[src/rtl/rr_grant_seq8.sv]
// Eight-way round-robin grant sequencer driving the {a,b,c} select of a 3-to-8 decoder.
// A grant is held until done, the owner's request drops, or the hold limit is reached.
module rr_grant_seq8 #(
  parameter int unsigned HOLD_MAX = 16
) (
  input  logic       clk,
  input  logic       rst,
  input  logic [7:0] req,
  input  logic       done,
  output logic       gnt_a,
  output logic       gnt_b,
  output logic       gnt_c,
  output logic       gnt_valid,
  output logic       timeout
);

  typedef enum logic {IDLE, GRANT} state_t;

  localparam logic [7:0] HOLD_LIM = 8'(HOLD_MAX);
  localparam logic       HOLD_EN  = (HOLD_MAX != 0);

  state_t     state_reg, state_next;
  logic [2:0] idx_reg, idx_next;
  logic [2:0] ptr_reg, ptr_next;
  logic [7:0] hcnt_reg, hcnt_next;
  logic       timeout_reg, timeout_next;

  logic [7:0] rot;
  logic [2:0] off;
  logic [2:0] pick;
  logic       hold_hit;
  logic       release_now;

  // Rotate requests so bit 0 is the requester currently holding top priority.
  genvar gi;
  generate
    for (gi = 0; gi < 8; gi++) begin : g_rot
      assign rot[gi] = req[3'(ptr_reg + 3'(gi))];
    end
  endgenerate

  always_comb begin
    off = 3'd0;
    for (int k = 7; k >= 0; k--) begin
      if (rot[k]) off = 3'(k);
    end
  end

  assign pick        = ptr_reg + off;
  assign hold_hit    = HOLD_EN && (hcnt_reg == HOLD_LIM);
  assign release_now = done || !req[idx_reg] || hold_hit;

  always_comb begin
    state_next   = state_reg;
    idx_next     = idx_reg;
    ptr_next     = ptr_reg;
    hcnt_next    = hcnt_reg;
    timeout_next = 1'b0;
    case (state_reg)
      IDLE: begin
        if (|req) begin
          idx_next   = pick;
          hcnt_next  = 8'd1;
          state_next = GRANT;
        end
      end
      GRANT: begin
        if (release_now) begin
          ptr_next     = idx_reg + 3'd1;
          state_next   = IDLE;
          // Only the hold limit can release with done low and the request still up.
          timeout_next = !done && req[idx_reg];
        end else begin
          hcnt_next = hcnt_reg + 8'd1;
        end
      end
      default: state_next = IDLE;
    endcase
  end

  always_ff @(posedge clk) begin
    if (rst) begin
      state_reg   <= IDLE;
      idx_reg     <= 3'd0;
      ptr_reg     <= 3'd0;
      hcnt_reg    <= 8'd0;
      timeout_reg <= 1'b0;
    end else begin
      state_reg   <= state_next;
      idx_reg     <= idx_next;
      ptr_reg     <= ptr_next;
      hcnt_reg    <= hcnt_next;
      timeout_reg <= timeout_next;
    end
  end

  // idx is left in place after release; consumers qualify it with gnt_valid.
  assign {gnt_a, gnt_b, gnt_c} = idx_reg;
  assign gnt_valid             = (state_reg == GRANT);
  assign timeout               = timeout_reg;

endmodule

[config.mk]
export PLATFORM = sky130hd
export DESIGN_NAME = rr_grant_seq8
export DESIGN_NICKNAME = d
export VERILOG_FILES = /design/src/rtl/rr_grant_seq8.sv
export SDC_FILE = /design/constraint.sdc
export NUM_CORES = 1
export LEC_CHECK = 0
export BUFFER_PORTS_ARGS = -buffer_cell sky130_fd_sc_hd__buf_2
export CAP_MARGIN = 0
export CELL_PAD_IN_SITES_DETAIL_PLACEMENT = 0
export CELL_PAD_IN_SITES_GLOBAL_PLACEMENT = 1
export CORE_MARGIN = 2
export CORE_UTILIZATION = 40
export CTS_CLUSTER_SIZE = 12
export DETAILED_ROUTE_END_ITERATION = 8
export GPL_ROUTABILITY_DRIVEN = 0
export PLACE_DENSITY_LB_ADDON = 0.05
export SLEW_MARGIN = 0
export SYNTH_ARGS = -nofsm -noshare
export SYNTH_HDL_FRONTEND = slang
export SYNTH_SLANG_ARGS = --single-unit
[constraint.sdc]
create_clock -name clk -period 4.3 [get_ports clk]
set_input_delay 0.43 -clock clk [delete_from_list [all_inputs] [get_ports clk]]
set_output_delay 0.43 -clock clk [all_outputs]
set_load 0.03 [all_outputs]
# Yosys cells after proc, flatten, opt, wreduce, memory -nomap -nowiden
# Cells that the tools add are included.
# word_totals
reg_bits	16
in_bits	11
output_inout_bits	5
# op_classes
addsub	10
magnitude_cmp	9
eq_ne	3
muxes	32
n_bitwise	2
reduce_logical	10
# op_table
op	count
less-than comparator 3 x 4 -> 1 bit (second input constant)	9
binary-select mux 1 bit (select 3 bit)	9
two-way mux 3 bit	8
two-way mux 8 bit	2
case mux 8 bit (2 select lines)	1
adder 3 bit (second input constant)	4
two-way mux 1 bit	11
adder 8 x 1 -> 8 bit (second input constant)	1
equality test 8 x 5 -> 1 bit (second input constant)	1
OR reduction 8 bit	1
adder 3 x 1 -> 3 bit (second input constant)	2
adder 3 x 2 -> 3 bit (second input constant)	2
AND reduction 2 bit	3
inequality test 2 bit (second input constant)	2
adder 3 bit	1
OR reduction 3 bit	1
zero test 1 bit	2
logical OR 1 bit	2
NOT 1 bit	2
case mux 1 bit (2 select lines)	1
logical AND 1 bit	1

# Longest topological paths before layout
# depth
word_depth	12
mapped_depth	16
depth_no_buf	14

# Worst setup path before layout
# Ideal clock, no wire load.
# synth_timing
path_type	reg-to-reg
from	reg ptr_reg[1]
to	reg idx_reg[2]
setup_time_ps	91
arrival_time_ps	3345
setup_slack_ps	864
stages_incl_launch_ff	17
n_path_buf	2
synth_period_minus_slack_ps	3436
cell_sequence	dfxtp_1 -> buf_2 -> inv_1 -> ha_1 -> buf_6 -> mux2i_1 -> mux4_2 -> nand2b_1 -> o21ai_1 -> nand2_1 -> a221oi_1 -> ha_1 -> inv_1 -> fa_1 -> xnor2_1 -> or3_1 -> a311oi_1
# synth_via
elab_chain_cells	12
word_cells_on_any_way	32
cone_classes	add/sub (8); mux (24)
# synth_lines
item	line	rtl
start: declaration	24	logic [2:0] ptr_reg, ptr_next;
start signal: assignment	91	ptr_reg <= ptr_next;
adder 3 bit	38	assign rot[gi] = req[3'(ptr_reg + 3'(gi))];
binary-select mux 1 bit (select 3 bit)	38	
two-way mux 1 bit (implied by the code)	38	
two-way mux 3 bit (8 in a row)	45	if (rot[k]) off = 3'(k);
adder 3 bit *	49	assign pick = ptr_reg + off;
end signal: assignment	90	idx_reg <= idx_next;
end: declaration	23	logic [2:0] idx_reg, idx_next;
# Mark *: on every way between the ends. The rest lies on a longest branch, timed or not. The select of a mux whose other input is x is not followed.
# A chain may end at the register's enable or synchronous reset.

# Worst setup path after layout
# Ends and elaborated chain as after synthesis.

==> results.py <==
metrics = {
    "synth": {
        "synthTopCellsByArea": "dfxtp_1 23%, mux4_2 17%, mux2i_1 6.3%",
        "syn_inst": 134,
        "yosysTopAreaCellShare_pct": 22.6,
        "synth_area_um2": 1420,
        "netlist_top_cells_count": "16 x dfxtp_1, 15 x nor2_1, 11 x mux4_2",
        "postSynth.asyncResetShare_pct": 0,
        "ys.flop_type": "dfxtp_1",
        "synth_nets": 152,
        "yosys_warnings": 0,
        "synth-seq-cells": 16,
        "synth_edf_count": 0,
        "yosysMostFrequentCell": "dfxtp_1",
        "synth_top_area_cell": "dfxtp_1",
        "syn_area_per_cell_um2": 10.6,
        "synth_cell_types": 42,
        "ys_seq_area_share_pct": 22.6,
    },
    "clocking": {
        "clockBufferDepth": 2,
        "insertion_delay_ns": 0.28,
        "cts_hold_buf": 0,
        "cts-root-buf": "clkbuf_4",
        "cts_buffers": 3,
        "post-cts-setup-buffers": 0,
        "cts_max_level": 1,
        "cts-resized-gates": 0,
        "cts_tree": "yes",
        "path_clk_slew_ns": 0.09,
        "clock-sinks": 16,
    },
    "pwr": {
        "power-per-cell-area_nw_per_um2": 361,
        "vdd_ir_drop_max_v": 0.000165,
        "p_leak_nw": 0.595,
        "finalPower_mw": 0.560,
    },
    "global_route": {
        "grt_pass1_vias": 1056,
        "grt_remaining_overflow": 0,
        "grt_pass1_wl_um": 5230,
        "grt_usage_pct": 16.3,
        "antenna_found_initial": 0,
        "use_met3_pct": 3.75,
        "use_met2_pct": 23.9,
        "grt.busiest_layer": "met1",
        "grt_max_degree": 13,
        "grt_util_met1_pct": 25.1,
    },
    "floorplanning": {
        "rows": 21,
        "die_w_um": 63.6,
        "core_area_um2": 3360,
        "start_util_pct": 42.2,
        "die_h_um": 63.6,
        "dieArea_um2": 4040,
        "pin_count": 16,
    },
    "detailed_routing": {
        "vias": 1124,
        "post_drt_wl_per_cell_um": 15.4,
        "dr.pass1.iters": 4,
        "drt_iter0_drc": 68,
        "route.detailed.drc": 0,
        "vias_per_cell": 5.76,
        "drtAntennaViolNets": 0,
        "wl_um": 3000,
    },
    "placement": {
        "dp_hpwl_um": 2310,
        "io_buffers": 15,
        "dp.cells": 192,
        "place_ws_ns": 0.618,
        "dpl-instance-area_um2": 1530,
    },
    "setup_path": {
        "crit_arrival_ns": 3.89,
        "crit_path_start_kind": "flip-flop",
        "crit_fanout": 10,
        "critPathKind": "reg2reg",
        "endpoint_kind": "flip-flop",
        "critical_path_required_ns": 4.50,
    },
    "job": {
        "drv_cap": 0,
    },
    "final_layout": {
        "num-fill-cells": 335,
        "antenna_cells": 0,
        "postLayoutCellArea_um2": 1550,
        "fin_cells": 195,
        "final_util_pct": 46.2,
        "drive_gt1_share_pct": 24.8,
        "largest_register_ffs": 8,
        "fin_nets": 169,
        "area_growth_pct": 9.43,
    },
    "timing": {
        "fmax_mhz": 271,
        "final-max-slew-violation-count": 0,
        "skew_ns": 0.00152,
        "rsz0062_at_grt": "false",
        "fin_tns_setup_ns": 0,
        "worst_pin_slew_ns": 0.710,
        "finalHoldViolations": 0,
        "timing.hold.ws_ns": 0.380,
        "period_minus_slack_ns": 3.69,
        "slew_headroom_pct": 52.2,
        "fin_crit_sh_pct": 85.8,
        "finalWorstSetupSlack_ns": 0.612,
        "finalSetupViolCount": 0,
    },
    "outcome": {
        "status": "complete, no violations",
    },
    "worst_hold_path": {
        "hold_path_class": "in2reg",
    },
}
==> area by class of cell <==
type                            count  area, um^2  share of cell area (%)
Clock buffer                        3        22.5                    1.45
Tap cell                           46        57.6                    3.70
Sequential cell                    16         320                    20.6
Multi-Input combinational cell    106        1040                    66.7
Inverter                            7        26.3                    1.69
Timing Repair Buffer               17        90.1                    5.80
==> path summary, 6_finish.rpt <==
kind | start | depth (start not counted) | slack, ns | end
max | ptr_reg[1] | 15 | 0.61 | idx_reg[2]
min | done | 2 | 0.38 | timeout
max reg2reg | ptr_reg[1] | 15 | 0.61 | idx_reg[2]
min reg2reg | hcnt_reg[7] | 2 | 0.51 | hcnt_reg[7]
==> cells in the final DEF (no fill, tap or decap), types with 3 or more instances in the layout <==
cell and instances:
nor2_1 15, dfxtp_1 16, nand2b_1 3, nor4_1 4, clkbuf_4 3, a21oi_1 5
mux4_1 3, ha_1 6, nand2_1 6, inv_1 6, buf_2 15, nand4_1 3
mux4_2 11, nand3_1 4, xor2_1 8, mux2i_1 9
==> critical path, cell delays in order (launching register included) <==
cell,delay [ns]
dfxtp_1,0.32
buf_4,0.18
inv_1,0.10
ha_1,0.47
mux2i_1,0.20
mux4_2,0.50
nand2b_1,0.15
o21ai_1,0.07
nand2_1,0.06
a221oi_1,0.24
ha_1,0.19
inv_1,0.05
fa_1,0.37
xnor2_1,0.14
or3_1,0.32
a311oi_1,0.25
==> per-layer routing <==
metal  routed length (um)  up-vias
met4                   12        0
met2                 1330       24
li1                     -      548
met1                 1550      550
met3                  110        2
met5                    0        -
==> cells by family after synthesis <==
family                     after synthesis  share of synthesized area, %
buffers and inverters                   12                          4.40
xor gates and xnor gates                10                          6.17
muxes                                   27                          33.7
DFF                                     16                          22.6
adders and majority gates                7                          6.70
AOI/OAI and AO/OA                       17                          9.52
and+or+nand+nor                         45                          16.9
==> report_power, final <==
| part | switching, mW | internal [mW] | leakage (nW) |
|---|---|---|---|
| Sequential | 0.0209 | 0.161 | 0.131 |
| Clock | 0.0472 | 0.0325 | 0.0138 |
| Combinational | 0.151 | 0.148 | 0.451 |
No activity file was read; power rests on OpenSTA's default activity.
